[config.mk]
export PLATFORM = sky130hd
export DESIGN_NAME = bus_cycle_monitor
export DESIGN_NICKNAME = d
export VERILOG_FILES = /design/src/rtl/cft_bus_pkg.sv /design/src/rtl/bus_wait_timer.sv /design/src/rtl/bus_cycle_monitor.sv
export SDC_FILE = /design/constraint.sdc
export NUM_CORES = 1
export LEC_CHECK = 0
export ABC_AREA = 1
export BUFFER_PORTS_ARGS = -buffer_cell sky130_fd_sc_hd__buf_2
export CORE_MARGIN = 8
export CORE_UTILIZATION = 45
export DETAILED_ROUTE_END_ITERATION = 10
export GPL_ROUTABILITY_DRIVEN = 0
export PLACE_DENSITY = 0.68
export SLEW_MARGIN = 10
export SYNTH_ARGS = -nofsm -noshare
export SYNTH_HDL_FRONTEND = slang
export SYNTH_HIERARCHICAL = 1
export SYNTH_SLANG_ARGS = --single-unit
[constraint.sdc]
create_clock -name clk1 -period 2.7 [get_ports clk1]
set_input_delay 0.27 -clock clk1 [delete_from_list [all_inputs] [get_ports clk1]]
set_output_delay 0.27 -clock clk1 [all_outputs]
set_load 0.01 [all_outputs]
[src/rtl/cft_bus_pkg.sv]
// Shared definitions for the bus cycle monitor: FSM encoding, fault kind
// layout, parameter defaults and a saturating counter helper.
package cft_bus_pkg;

   localparam int          DEF_TIMEOUT  = 64;
   localparam int          DEF_ROM_WS   = 2;
   localparam logic [7:0]  DEF_ROM_PAGE = 8'h00;
   localparam int          TIMER_W      = 8;

   typedef enum logic [2:0] {
      ST_IDLE   = 3'd0,
      ST_INSERT = 3'd1,
      ST_ACTIVE = 3'd2,
      ST_FAULT  = 3'd3,
      ST_DRAIN  = 3'd4
   } bus_state_t;

   // Bit order matches the fault_kind port: {io, write}.
   typedef struct packed {
      logic io;
      logic write;
   } fault_kind_t;

   localparam fault_kind_t FK_NONE = '{io: 1'b0, write: 1'b0};

   function automatic logic [15:0] sat_inc16(input logic [15:0] v);
      return (v == 16'hFFFF) ? v : v + 16'd1;
   endfunction

endpackage

[src/rtl/bus_wait_timer.sv]
// Counts clocks of externally held wait within one bus cycle; tc flags the
// edge on which the count would reach TERMINAL.
module bus_wait_timer #(
   parameter int WIDTH    = 8,
   parameter int TERMINAL = 64
) (
   input  logic clk1,
   input  logic reset,
   input  logic en,
   input  logic clr,
   output logic tc
);

   localparam logic [WIDTH-1:0] LAST = WIDTH'(TERMINAL - 1);

   logic [WIDTH-1:0] count_reg;

   always_ff @(posedge clk1 or posedge reset) begin
      if (reset) begin
         count_reg <= '0;
      end else if (clr) begin
         count_reg <= '0;
      end else if (en) begin
         count_reg <= count_reg + 1'b1;
      end
   end

   assign tc = en && (count_reg == LAST);

endmodule

[src/rtl/bus_cycle_monitor.sv]
// Bus cycle monitor: inserts ROM wait states, times externally held waits,
// latches faults with a halt request and counts bus cycles.
module bus_cycle_monitor
   import cft_bus_pkg::*;
#(
   parameter int         TIMEOUT  = DEF_TIMEOUT,
   parameter int         ROM_WS   = DEF_ROM_WS,
   parameter logic [7:0] ROM_PAGE = DEF_ROM_PAGE
) (
   input  logic        clk1,
   input  logic        reset,
   input  logic        nmem,
   input  logic        nio,
   input  logic        nr,
   input  logic        nw,
   input  logic        nws_in,
   input  logic [23:0] ab,
   input  logic        clr,
   output logic        nws_drv,
   output logic        nhalt_drv,
   output logic        buserr,
   output logic [23:0] fault_ab,
   output logic [1:0]  fault_kind,
   output logic [15:0] ncycles
);

   localparam bit         HAS_WS   = (ROM_WS > 0);
   localparam logic [7:0] INS_LOAD = HAS_WS ? 8'(ROM_WS - 1) : 8'd0;

   bus_state_t  state_reg, state_next;
   logic [7:0]  ins_cnt_reg, ins_cnt_next;
   logic        nws_drv_reg, nhalt_drv_reg, buserr_reg;
   logic [23:0] fault_ab_reg;
   fault_kind_t fault_kind_reg;
   logic [15:0] ncycles_reg;

   logic active, rom_hit, clr_outside;
   logic cycle_start, fault_set, fault_release;
   logic timer_en, timer_clr, timer_tc;

   assign active      = (!nmem || !nio) && (!nr || !nw);
   assign rom_hit     = HAS_WS && !nmem && (ab[23:16] == ROM_PAGE);
   assign clr_outside = clr && (state_reg != ST_FAULT);

   bus_wait_timer #(
      .WIDTH    (TIMER_W),
      .TERMINAL (TIMEOUT)
   ) u_timer (
      .clk1  (clk1),
      .reset (reset),
      .en    (timer_en),
      .clr   (timer_clr),
      .tc    (timer_tc)
   );

   always_comb begin
      state_next    = state_reg;
      ins_cnt_next  = ins_cnt_reg;
      cycle_start   = 1'b0;
      fault_set     = 1'b0;
      fault_release = 1'b0;
      timer_en      = 1'b0;
      timer_clr     = 1'b0;
      case (state_reg)
         ST_IDLE: begin
            timer_clr = 1'b1;
            if (active) begin
               cycle_start = 1'b1;
               if (rom_hit) begin
                  state_next   = ST_INSERT;
                  ins_cnt_next = INS_LOAD;
               end else begin
                  state_next = ST_ACTIVE;
               end
            end
         end
         ST_INSERT: begin
            timer_clr = 1'b1;
            if (!active) begin
               state_next = ST_IDLE;
            end else if (ins_cnt_reg == 8'd0) begin
               state_next = ST_ACTIVE;
            end else begin
               ins_cnt_next = ins_cnt_reg - 8'd1;
            end
         end
         ST_ACTIVE: begin
            if (!active) begin
               state_next = ST_IDLE;
               timer_clr  = 1'b1;
            end else begin
               // Only waits held by someone else count toward the timeout.
               timer_en = !nws_in && nws_drv_reg;
               if (timer_tc) begin
                  state_next = ST_FAULT;
                  fault_set  = 1'b1;
               end
            end
         end
         ST_FAULT: begin
            timer_clr = 1'b1;
            if (clr) begin
               fault_release = 1'b1;
               state_next    = active ? ST_DRAIN : ST_IDLE;
            end
         end
         ST_DRAIN: begin
            timer_clr = 1'b1;
            if (!active) begin
               state_next = ST_IDLE;
            end
         end
         default: begin
            state_next = ST_IDLE;
            timer_clr  = 1'b1;
         end
      endcase
   end

   always_ff @(posedge clk1 or posedge reset) begin
      if (reset) begin
         state_reg   <= ST_IDLE;
         ins_cnt_reg <= 8'd0;
         nws_drv_reg <= 1'b1;
      end else begin
         state_reg   <= state_next;
         ins_cnt_reg <= ins_cnt_next;
         nws_drv_reg <= (state_next != ST_INSERT);
      end
   end

   always_ff @(posedge clk1 or posedge reset) begin
      if (reset) begin
         buserr_reg     <= 1'b0;
         nhalt_drv_reg  <= 1'b1;
         fault_ab_reg   <= 24'd0;
         fault_kind_reg <= FK_NONE;
      end else begin
         if (fault_set) begin
            buserr_reg    <= 1'b1;
            nhalt_drv_reg <= 1'b0;
         end else if (fault_release || clr_outside) begin
            buserr_reg    <= 1'b0;
            nhalt_drv_reg <= 1'b1;
         end
         if (fault_set) begin
            fault_ab_reg   <= ab;
            fault_kind_reg <= '{io: !nio, write: !nw};
         end else if (clr_outside) begin
            fault_ab_reg   <= 24'd0;
            fault_kind_reg <= FK_NONE;
         end
      end
   end

   // A clear landing on a cycle start still counts that cycle.
   always_ff @(posedge clk1 or posedge reset) begin
      if (reset) begin
         ncycles_reg <= 16'd0;
      end else if (cycle_start) begin
         ncycles_reg <= clr_outside ? 16'd1 : sat_inc16(ncycles_reg);
      end else if (clr_outside) begin
         ncycles_reg <= 16'd0;
      end
   end

   assign nws_drv    = nws_drv_reg;
   assign nhalt_drv  = nhalt_drv_reg;
   assign buserr     = buserr_reg;
   assign fault_ab   = fault_ab_reg;
   assign fault_kind = fault_kind_reg;
   assign ncycles    = ncycles_reg;

endmodule

==> results.md, run 1 <==
- Total Neg Setup Slack: 0 ns
- Post-synth top area share: 45.8%
- Crit-path max FO: 24
- Reg2Reg Depth: 11
- Clock skew after layout: 0.00650 ns
- Insertion delay of the later-clocked pin in the worst-skew pair: 0.34 ns
- Total of warnings raised by yosys: 6
- Die extent in x: 103 um
- Placeable Area: 7250 sq um
- Total wirelength of the detailed-routed design: 8400 um
- Maximum number of pins on one net before global-route repair: 35
- Residual DRC count: 0
- Critical path capture point type: flop
- Reg-to-reg critical path endpoint: fault_ab[20]
- Total of flip-flops plus latches after synthesis: 64
- WL/cell: 13.4 um
- Worst EP arrival: 2.60 ns
- Root Buffer Master: sky130_fd_sc_hd__clkbuf_8
- Number of buffers inserted during clock tree synthesis: 9
- Endpoint, Worst Hold: fault_ab[14]
- Max Transition Viols Final: 0
- Setup repair after global routing missed its margin: false
- Maximum operating frequency: 430 MHz
- PortBufs: 76
- Iteration-0 DRC Markers: 77
- Cell count of the worst hold path: 3
- Result of the run: finished clean
- Wire length of the first global-routing pass: 14300 um
- Sequential fraction of the synthesis area: 47.4%
- Source of the worst register-to-register timing path: state_reg[0]
- Final ANT Viol Nets: 0
- Total number of vias: 3102
- Placed Area: 3850 sq um
- Worst-path clk slew: 0.07 ns
- Clock tree buffer depth: 2
- Average cell area after synthesis: 7.66 sq um
- Worst max-slew margin expressed relative to the limit: 55.0%
- Height of the die: 103 um
- Final layout net count: 558
- Number of cell rows: 31
- Hold Vio Cnt, Final: 0
- Number of top-level pins: 77
- Hold Crit Class: in -> reg
- CTS H-tree lvls: 3
- Required time of the critical path: 2.97 ns
- Layout cell share with drive strength beyond 1: 24.6%
- Most used standard cell by instance count after synthesis: sky130_fd_sc_hd__nand2_1
- Iteration count of the initial detailed-routing pass: 4
- Area growth syn-to-layout: 20.8%
- Number of diodes added for antenna fixing: 0
- Net count after synthesis: 477
- Antenna violations before repair: 0
- Post-synth top flop: sky130_fd_sc_hd__dfrtp_1
- Filler cell count: 701
- Starting utilization of the core area: 46.7%
- Overflow after GRT: 0
- Synth cell types: 28
- HPWL reported at the end of detailed placement: 6230 um
- Synth top area cells: sky130_fd_sc_hd__dfrtp_1 46%, sky130_fd_sc_hd__nand2_1 15%, sky130_fd_sc_hd__nand3_1 7.1%
- Proportion of synthesized flip-flops having asynchronous set or reset: 100%
- Average via count per standard cell: 4.95
- R2R setup slack: 0.38 ns
- Setup Fix Bufs, Post-CTS: 0
- Final setup viols: 0
- Critical path start-end classification: reg -> reg
- Cell area after synthesis: 3390 sq um
- Num Clock Sinks: 64
- Min cycle time layout: 2.32 ns
- Number of flip-flops in the largest register: 24
- Number of flops mapped to enable cells by yosys: 0
- Top cell type by total area after synthesis: sky130_fd_sc_hd__dfrtp_1
- Post-layout total power: 2.90 mW
- Area enclosed by the die boundary: 10600 sq um
- Most frequent cells after synthesis: 132 x sky130_fd_sc_hd__nand2_1, 62 x sky130_fd_sc_hd__dfrtp_1, 48 x sky130_fd_sc_hd__nand3_1
- Cells after synthesis: 442
- Areal power density over the cells: 709 nW/um^2
- Via count of the first global-routing pass: 3086
- Beginning of the worst hold path: ab[14]
- CTS tree: built
- LEAKAGE: 2.23 nW
- Share of the clock period used by the worst path: 86.1%
- Kind of start point of the critical path: flop
- Maximum VDD drop: 298 uV
- Slew at the pin with the worst max-slew slack: 0.675 ns
- Cell area after layout: 4090 sq um
- GR Util All Layers: 17.2%
- Total of max-cap violations: 0
[layout by cell type (no fill, tap or decap), drive strengths merged, types with 3 or more instances in the layout]
cell type	count
nand3	51
nor3	6
nand4	15
o21ai	23
nor2	56
nand2	141
xor2	8
clkbuf	14
inv	49
dfrtp	62
ha	3
buf	81
a21oi	7
[worst max-delay path: stages (launching register included)]
cell,delay (ns)
sky130_fd_sc_hd__dfrtp_1,0.43
sky130_fd_sc_hd__nor3_1,0.23
sky130_fd_sc_hd__nand2_1,0.22
sky130_fd_sc_hd__inv_2,0.12
sky130_fd_sc_hd__nand2_1,0.05
sky130_fd_sc_hd__nor2_1,0.13
sky130_fd_sc_hd__nand3_1,0.09
sky130_fd_sc_hd__nor3_1,0.18
sky130_fd_sc_hd__nand2_2,0.24
sky130_fd_sc_hd__inv_2,0.38
sky130_fd_sc_hd__nand2_1,0.10
sky130_fd_sc_hd__nand2_1,0.09
[stage by stage]
stage	std cells	utilization, %	hold slack [ns]	setup slack, ns
2_1_floorplan	442	-	0.0857	0.747
3_3_place_gp	610	53.1	0.255	0.450
3_5_place_dp	610	53.1	0.250	0.349
4_1_cts	627	56.4	0.114	0.346
5_1_grt	627	56.4	0.120	0.0702
6_report	627	56.4	0.131	0.376
[kinds of logic (layout without fill, tap and decap cells)]
group,count (synthesis),in the layout,share of synthesized area (%)
and+or+nand+nor,270,270,35.7
DFF,64,64,47.4
buffers and inverters,61,147,7.79
AOI/OAI and AO/OA,35,35,5.69
xor gates and xnor gates,9,9,2.33
adders and majority gates,3,3,1.11
[power breakdown]
group	leakage [nW]	internal [mW]	switching (mW)
clock network	0.117	0.597	0.354
logic	1.23	0.263	0.557
registers	0.880	1.05	0.0802
[repair_timing]
item,in CTS,in global routing
hold buffers,1,0
resized for setup,0,0
hold endpoints to repair,8,0
setup endpoints to repair,0,0
[per-layer routing]
layer,share of wire (%),global-route usage (%),vias to the layer above
met5,0,0,-
met3,8.9,6.68,11
met4,1.6,7.23,0
li1,-,-,1571
met1,44,20.9,1423
met2,46,26.7,97
[cell type report]
class / count / area (sq um) / share of cell area, %
flip-flops and latches: 64 / 1600 / 39.2
multi-input cells: 317 / 1520 / 37.1
repair buffers: 82 / 428 / 10.5
inverters: 49 / 184 / 4.50
clock buffers: 14 / 173 / 4.22
well taps: 99 / 124 / 3.03
clock inverters: 2 / 60.1 / 1.47
[how the worst max path moves through the flow]
stage / start / to / slack, ns / depth (start not counted)
2_1_floorplan: state_reg[0] / fault_kind[0] / 0.75 / 11
3_3_place_gp: nio / fault_ab[20] / 0.45 / 14
3_5_place_dp: nio / fault_ab[20] / 0.35 / 14
4_1_cts: state_reg[0] / fault_ab[1] / 0.35 / 11
5_1_grt: state_reg[0] / fault_ab[20] / 0.07 / 11
6_report: state_reg[0] / fault_ab[20] / 0.38 / 11
Power figures use the tool's default switching activity.
==> inputs of run 2 (changes only) <==
--- a/config.mk
+++ b/config.mk
@@ -5,13 +5,13 @@
 export SDC_FILE = /design/constraint.sdc
 export NUM_CORES = 1
 export LEC_CHECK = 0
-export ABC_AREA = 1
+export ABC_AREA = 0
 export BUFFER_PORTS_ARGS = -buffer_cell sky130_fd_sc_hd__buf_2
 export CORE_MARGIN = 8
 export CORE_UTILIZATION = 45
 export DETAILED_ROUTE_END_ITERATION = 10
 export GPL_ROUTABILITY_DRIVEN = 0
-export PLACE_DENSITY = 0.68
+export PLACE_DENSITY = 0.69
 export SLEW_MARGIN = 10
 export SYNTH_ARGS = -nofsm -noshare
 export SYNTH_HDL_FRONTEND = slang
==> run 2 against run 1 <==
- first-iteration DRC count up 100%
- clock power down 1%
- setup slack lost 0.085 ns
- critical path type unchanged
- largest power group unchanged
- sequential power shrank 11%
- largest cell class unchanged
- die area is 6.6% lower
- routed wire length is 6.2% lower
==> results.md, run 2 <==
- Hold Crit Class: in -> reg
- HPWL reported at the end of detailed placement: 5650 um (-9.3%)
- Total of max-cap violations: 0 (unchanged)
- Height of the die: 99.3 um (-3.4%)
- Startpoint of the worst setup timing path: state_reg[2]
- Cell area after synthesis: 3120 sq um (-7.8%)
- Via count of the first global-routing pass: 2780 (-9.9%)
- Hold Vio Cnt, Final: 0 (unchanged)
- Sequential fraction of the synthesis area: 51.4% (+4.0 points)
- Minimum setup slack in the final design: 0.291 ns (-0.0851 ns)
- Source of the worst register-to-register timing path: state_reg[2]
- Starting utilization of the core area: 46.2% (-0.49 points)
- Residual DRC count: 0 (unchanged)
- Most common cell type on the critical path: sky130_fd_sc_hd__nand4_1
- Setup repair after global routing missed its margin: false
- Switching power summed over all nets: 512 uW (-48%)
- Worst-path clk slew: 0.07 ns (about the same)
- Most used cells in the layout excluding fill and tap cells: 76 x sky130_fd_sc_hd__buf_2, 63 x sky130_fd_sc_hd__nand2_1, 62 x sky130_fd_sc_hd__dfrtp_1, 36 x sky130_fd_sc_hd__nand3_1
- Total Neg Setup Slack: 0 ns (unchanged)
- Clock skew after layout: 0.00837 ns (+0.00187 ns)
- Proportion of synthesized flip-flops having asynchronous set or reset: 100% (unchanged)
- Number of buffers inserted during clock tree synthesis: 9 (unchanged)
- Slew at the pin with the worst max-slew slack: 0.705 ns (+0.0299 ns)
- WL/cell: 15.6 um (+16%)
- Max Transition Viols Final: 0 (unchanged)
- Number of flip-flops in the largest register: 24 (unchanged)
- Most common cell after layout, fill and taps aside: sky130_fd_sc_hd__buf_2
- Layout cell share with drive strength beyond 1: 26.7% (+2.1 points)
- Most frequent cells after synthesis: 63 x sky130_fd_sc_hd__nand2_1, 62 x sky130_fd_sc_hd__dfrtp_1, 36 x sky130_fd_sc_hd__nand3_1
- Number of cell rows: 30 (-3.2%)
- Final ANT Viol Nets: 0 (unchanged)
- Areal power density over the cells: 550 nW/um^2 (-22%)
- Critical path start-end classification: reg -> reg
- Clock tree buffer depth: 2 (unchanged)
- Met2 Wirelength: 3710 um (-3.1%)
- Critical path capture point type: flop
- Reg-to-reg critical path endpoint: fault_kind[1]
- Internal portion of total power: 1.63 mW (-14%)
- Die extent in x: 99.3 um (-3.4%)
- GR Util All Layers: 16.4% (-0.86 points)
- Wire length of the first global-routing pass: 13300 um (-7.0%)
- Worst setup path endpoint: fault_kind[1]
- Cell breakdown of the critical path: nor3_2 -> nand2_1 -> nor3b_1 -> nand4_1 -> nor4_1 -> nand4_1 -> buf_4 -> nand3_1 -> o21ai_0
- Iteration-0 DRC Markers: 156 (+100%)
- Number of top-level pins: 77 (unchanged)
- PortBufs: 76 (unchanged)
- Maximum VDD drop: 273 uV (-8.6%)
- Part of the total power dissipated in sequential elements: 46.9% (+8.0 points)
- CTS tree: built
- Synth top area cells: sky130_fd_sc_hd__dfrtp_1 50%, sky130_fd_sc_hd__nand2_1 7.6%, sky130_fd_sc_hd__nand3_1 5.8%
- Crit path max-delay family: simple AND/OR/NAND/NOR gates
- Total of warnings raised by yosys: 6 (unchanged)
- Final setup viols: 0 (unchanged)
- Reg2Reg Depth: 9 (-2)
- Final layout net count: 457 (-18%)
- Share of the clock period used by the worst path: 89.2% (+3.2 points)
- Worst path max stage delay: 0.47 ns (+0.04 ns)
- Total of flip-flops plus latches after synthesis: 64 (unchanged)
- Number of diodes added for antenna fixing: 0 (unchanged)
- Cells after synthesis: 336 (-24%)
- R2R setup slack: 0.29 ns (-0.09 ns)
- Met1 wire length: 3530 um (-4.5%)
- Required time of the critical path: 2.90 ns (-0.07 ns)
- LEAKAGE: 1.94 nW (-13%)
- Proportion of total power due to net switching: 23.9% (-10 points)
- Maximum operating frequency: 415 MHz (-3.5%)
- CTS H-tree lvls: 3 (unchanged)
- Number of flops mapped to enable cells by yosys: 0 (unchanged)
- Result of the run: finished clean
- Area enclosed by the die boundary: 9860 sq um (-6.6%)
- Worst-path cell with the longest stage delay: sky130_fd_sc_hd__dfrtp_1
- Kind of start point of the critical path: flop
- Average via count per standard cell: 5.58 (+13%)
- Total wirelength of the detailed-routed design: 7880 um (-6.2%)
- Iteration count of the initial detailed-routing pass: 4 (unchanged)
- Top cell type by total area after synthesis: sky130_fd_sc_hd__dfrtp_1
- Root Buffer Master: sky130_fd_sc_hd__clkbuf_8
- Top Metal Used: met4
- Placeable Area: 6760 sq um (-6.8%)
- Antenna violations before repair: 0 (unchanged)
- Overflow after GRT: 0 (unchanged)
- Most used standard cell by instance count after synthesis: sky130_fd_sc_hd__nand2_1
- Min cycle time layout: 2.41 ns (+0.0851 ns)
- Worst max-slew margin expressed relative to the limit: 53.0% (-1.9 points)
- Setup Slack @ Placement: 0.153 ns (-0.196 ns)
- Clock power frac: 43.9% (+11 points)
- Crit-path max FO: 30 (+25%)
- Post-synth top flop: sky130_fd_sc_hd__dfrtp_1
- Area growth syn-to-layout: 24.8%
- Power share of the combinational group: 9.2% (-19 points)
- Maximum number of pins on one net before global-route repair: 57 (+63%)
- Number of buffers and inverters on the critical path: 1 (-1)
- Net count after synthesis: 371 (-22%)
- Worst EP arrival: 2.61 ns (about the same)
- Wire length on met3: 556 um (-25%)
- Synth cell types: 49 (+75%)
- Total number of vias: 2828 (-8.8%)
- Insertion delay of the later-clocked pin in the worst-skew pair: 0.34 ns (about the same)
- Cell count along the critical path: 9 (-2)
- Num Clock Sinks: 64 (unchanged)
- Average cell area after synthesis: 9.29 sq um (+21%)
- Setup Fix Bufs, Post-CTS: 0 (unchanged)
- Post-synth top area share: 49.7% (+3.9 points)
- Post-Route Hold Slack: 0.117 ns (-0.0135 ns)
[run 2: cell count changes after synthesis, sizes merged, moves of 11 or more]
cell,before,now
nor2,56,19
nand3,51,36
o21ai,23,10
or4,0,13
clkbuf,0,11
inv,49,11
o31ai,0,11
nand2,141,63
a21oi,7,19
[run 2: layer usage]
layer / global-route usage, % / vias up
li1: - / 1389
met1: 20.2 / 1346
met2: 25.8 / 82
met3: 5.59 / 11
met4: 6.05 / 0
met5: 0 / -
[run 2: logic make-up (layout without fill, tap and decap cells)]
family                   after synthesis  after routing  share of synthesized area (%)
AND/OR/NAND/NOR                      175            175                           28.2
multiplexers                           6              6                           1.96
adder cells (fa/ha/maj)                3              3                           1.20
buffers and inverters                 26            117                           3.37
XOR/XNOR                               5              5                           1.40
flip-flops                            64             64                           51.4
AO/OA/AOI/OAI                         57             57                           12.5
[run 2: worst min-delay path, stage by stage]
cell                      delay, ns
sky130_fd_sc_hd__buf_2         0.07
sky130_fd_sc_hd__nand2_1       0.04
sky130_fd_sc_hd__nand2_1       0.04
[run 2: final cells by class]
cell class	instances	area, sq um
clock buffer	12	155
clock inverter	4	76.3
fill	614	2860
inverter	11	41.3
multi-input combinational	246	1420
sequential	64	1600
tap	80	100
timing repair buffer	90	500
[run 2: worst min-delay path by stage]
stage          startpoint              endpoint  depth (start not counted)
2_1_floorplan       reset  u_timer/count_reg[0]                          1
3_3_place_gp        reset  u_timer/count_reg[7]                          2
3_5_place_dp        reset  u_timer/count_reg[7]                          2
4_1_cts            ab[11]          fault_ab[11]                          3
5_1_grt            ab[11]          fault_ab[11]                          3
6_report           ab[11]          fault_ab[11]                          3
[run 2: power by group through the flow]
stage | clock network [mW] | logic (mW) | registers [mW]
3_3_place_gp | 0 | 0.193 | 1.02
2_1_floorplan | 0 | 0.125 | 1.02
5_1_grt | 0.998 | 0.224 | 1.01
4_1_cts | 0.962 | 0.199 | 1.01
6_report | 0.941 | 0.198 | 1.01
3_5_place_dp | 0 | 0.198 | 1.02
[run 2: through the flow]
| step | area, sq um | instances | util [%] | power [mW] |
|---|---|---|---|---|
| floorplan | 3120 | 336 | - | 1.14 |
| global placement | 3650 | 490 | 54.0 | 1.22 |
| detailed placement | 3650 | 490 | 54.0 | 1.22 |
| CTS | 3890 | 507 | 57.6 | 2.17 |
| global route | 3890 | 507 | 57.6 | 2.23 |
| finish | 3890 | 507 | 57.6 | 2.14 |
[run 2: repair_timing]
| action | CTS | global route |
|---|---|---|
| endpoints found under the setup margin | 0 | 1 |
| hold endpoints to repair | 8 | 0 |
| hold buffers | 1 | 0 |
| resized for setup | 0 | 1 |
==> inputs of run 3 (changes only) <==
--- a/config.mk
+++ b/config.mk
@@ -8,10 +8,9 @@
 export ABC_AREA = 0
 export BUFFER_PORTS_ARGS = -buffer_cell sky130_fd_sc_hd__buf_2
 export CORE_MARGIN = 8
-export CORE_UTILIZATION = 45
+export CORE_UTILIZATION = 30
 export DETAILED_ROUTE_END_ITERATION = 10
 export GPL_ROUTABILITY_DRIVEN = 0
-export PLACE_DENSITY = 0.69
 export SLEW_MARGIN = 10
 export SYNTH_ARGS = -nofsm -noshare
 export SYNTH_HDL_FRONTEND = slang
==> run 3 against run 2 <==
- hold slack better by 0.0036 ns
- non-clock buffer count is 2 higher
- sequential share of layout area about the same
- clock skew shrank 0.0042 ns
- via count up 0.32%
- largest cell class unchanged
- highest routed layer unchanged
- setup slack better by 0.032 ns
- clock power shrank 23%
- design area barely moved
- cell count rose by 11%
- critical path depth unchanged
- die area up 41%
- first-iteration DRC count rose by 3.8%
==> results.md, run 3 (synthesis results as in run 2) <==
- Required time of the critical path: 2.91 ns (about the same)
- Clock power frac: 37.4% (-6.5 points)
- # resized after CTS: 0 (unchanged)
- Number of buffers and inverters on the critical path: 1 (unchanged)
- Most common cell type on the critical path: sky130_fd_sc_hd__nand4_1
- Crit path max-delay family: simple AND/OR/NAND/NOR gates
- Number of cell rows: 37 (+23%)
- Number of buffers inserted during clock tree synthesis: 9 (unchanged)
- Total number of vias: 2837 (+0.32%)
- CTS H-tree lvls: 3 (unchanged)
- Antenna violations before repair: 0 (unchanged)
- Starting utilization of the core area: 30.5% (-16 points)
- Hold Vio Cnt, Final: 0 (unchanged)
- Worst path max stage delay: 0.46 ns (about the same)
- Iteration count of the initial detailed-routing pass: 4 (unchanged)
- Switching power summed over all nets: 510 uW (-0.44%)
- Via count of the first global-routing pass: 2953 (+6.2%)
- Setup repair after global routing missed its margin: false
- Placeable Area: 10200 sq um (+51%)
- Proportion of total power due to net switching: 26.5% (+2.6 points)
- Layout cell share with drive strength beyond 1: 26.3% (-0.36 points)
- Critical path start-end classification: reg -> reg
- Total of max-cap violations: 0 (unchanged)
- Share of the clock period used by the worst path: 88.1% (-1.2 points)
- Root Buffer Master: sky130_fd_sc_hd__clkbuf_8
- Post-layout total power: 1.93 mW (-10%)
- Critical path capture point type: flop
- Clock skew after layout: 0.00415 ns (-0.00422 ns)
- Crit-path max FO: 30 (unchanged)
- Height of the die: 118 um (+19%)
- Overflow after GRT: 0 (unchanged)
- CTS tree: built
- Most used cells in the layout excluding fill and tap cells: 76 x sky130_fd_sc_hd__buf_2, 63 x sky130_fd_sc_hd__nand2_1, 62 x sky130_fd_sc_hd__dfrtp_1, 36 x sky130_fd_sc_hd__nand3_1
- Area growth syn-to-layout: 24.8% (about the same)
- LEAKAGE: 1.92 nW (-1.3%)
- HPWL reported at the end of detailed placement: 6240 um (+10%)
- Iteration-0 DRC Markers: 162 (+3.8%)
- Number of diodes added for antenna fixing: 0 (unchanged)
- Worst-path cell with the longest stage delay: sky130_fd_sc_hd__dfrtp_1
- Min cycle time layout: 2.38 ns (-0.0317 ns)
- Kind of start point of the critical path: flop
- Final ANT Viol Nets: 0 (unchanged)
- Maximum VDD drop: 222 uV (-19%)
- Number of top-level pins: 77 (unchanged)
- Die extent in x: 118 um (+19%)
- Maximum number of pins on one net before global-route repair: 31 (-46%)
- Result of the run: finished clean
- GR Util All Layers: 12.5% (-3.8 points)
- Num Clock Sinks: 64 (unchanged)
- R2R setup slack: 0.32 ns (+0.03 ns)
- Part of the total power dissipated in sequential elements: 52.0% (+5.1 points)
- PortBufs: 76 (unchanged)
- Maximum operating frequency: 421 MHz (+1.3%)
- Total Neg Setup Slack: 0 ns (unchanged)
- Worst-path clk slew: 0.07 ns (about the same)
- Max Transition Viols Final: 0 (unchanged)
- Most common cell after layout, fill and taps aside: sky130_fd_sc_hd__buf_2
- Insertion delay of the later-clocked pin in the worst-skew pair: 0.33 ns (about the same)
- Residual DRC count: 0 (unchanged)
- Areal power density over the cells: 495 nW/um^2 (-10%)
- Clock tree buffer depth: 2 (unchanged)
- Hold Crit Class: in -> reg
- Area enclosed by the die boundary: 13900 sq um (+41%)
- Final layout net count: 459 (+0.44%)
- Cell breakdown of the critical path: nor3_1 -> nand2_1 -> nor3b_1 -> nand4_1 -> nor4_1 -> nand4_1 -> buf_4 -> nand3_1 -> o21ai_0
- Average via count per standard cell: 5.02 (-10%)
- Final setup viols: 0 (unchanged)
- Worst max-slew margin expressed relative to the limit: 62.3% (+9.3 points)
- WL/cell: 15.0 um (-3.7%)
- Wire length of the first global-routing pass: 14500 um (+9.7%)
- Worst EP arrival: 2.59 ns (-0.02 ns)
- Internal portion of total power: 1.42 mW (-13%)
- Slew at the pin with the worst max-slew slack: 0.562 ns (-0.143 ns)
- Number of flip-flops in the largest register: 24 (unchanged)
- Power share of the combinational group: 10.6% (+1.4 points)
- Total wirelength of the detailed-routed design: 8460 um (+7.3%)
run 3: per-stage QoR:
| step | cells | setup slack [ns] | utilization (%) | cell area, sq um | hold slack, ns |
|---|---|---|---|---|---|
| 2_1_floorplan | 336 | 0.182 | - | 3120 | 0.0857 |
| 3_3_place_gp | 548 | 0.307 | 36.4 | 3720 | 0.262 |
| 3_5_place_dp | 548 | 0.134 | 36.4 | 3720 | 0.270 |
| 4_1_cts | 565 | 0.307 | 38.1 | 3900 | 0.0948 |
| 5_1_grt | 565 | 0.0440 | 38.1 | 3900 | 0.113 |
| 6_report | 565 | 0.323 | 38.1 | 3900 | 0.121 |
run 3: worst paths after layout:
kind	start	cells past startpoint	end
setup / recovery	state_reg[2]	9	fault_kind[0]
hold / removal	ab[5]	3	fault_ab[5]
setup reg to reg	state_reg[2]	9	fault_kind[0]
min in group asynchronous	reset	3	u_timer/count_reg[5]
max in group asynchronous	reset	4	nws_drv
hold reg to reg	nhalt_drv	2	nhalt_drv
run 3: cell type report:
| cell class | count | area [sq um] |
|---|---|---|
| clock buffer | 13 | 149 |
| clock inverter | 3 | 17.5 |
| fill | 1062 | 6330 |
| inverter | 11 | 41.3 |
| multi-input combinational | 246 | 1410 |
| sequential | 64 | 1600 |
| tap | 136 | 170 |
| timing repair buffer | 92 | 503 |
run 3: what timing repair did:
action	CTS	global route
buffers inserted	0	0
hold buffers	1	0
endpoints found under the hold margin	24	0
run 3: worst reg2reg max path: stages (launching register included):
cell and delay, ns:
sky130_fd_sc_hd__dfrtp_1 0.46, sky130_fd_sc_hd__nor3_1 0.30, sky130_fd_sc_hd__nand2_1 0.11, sky130_fd_sc_hd__nor3b_1 0.26
sky130_fd_sc_hd__nand4_1 0.16, sky130_fd_sc_hd__nor4_1 0.38, sky130_fd_sc_hd__nand4_1 0.13, sky130_fd_sc_hd__buf_4 0.25
sky130_fd_sc_hd__nand3_1 0.13, sky130_fd_sc_hd__o21ai_0 0.08
run 3: power groups by stage:
| stage | clock network (mW) | logic [mW] | registers [mW] |
|---|---|---|---|
| 4_1_cts | 0.755 | 0.205 | 1.00 |
| 2_1_floorplan | 0 | 0.125 | 1.02 |
| 3_5_place_dp | 0 | 0.203 | 1.02 |
| 6_report | 0.720 | 0.205 | 1.00 |
| 3_3_place_gp | 0 | 0.200 | 1.02 |
| 5_1_grt | 0.784 | 0.230 | 1.01 |
run 3: per-layer routing:
metal / part of all wire (%) / track usage [%] / vias up
met1: 45 / 14.7 / 1353
met5: 0 / 0 / -
met4: 1.3 / 3.36 / 0
met2: 47 / 20.5 / 77
li1: - / - / 1394
met3: 7.0 / 5.47 / 13
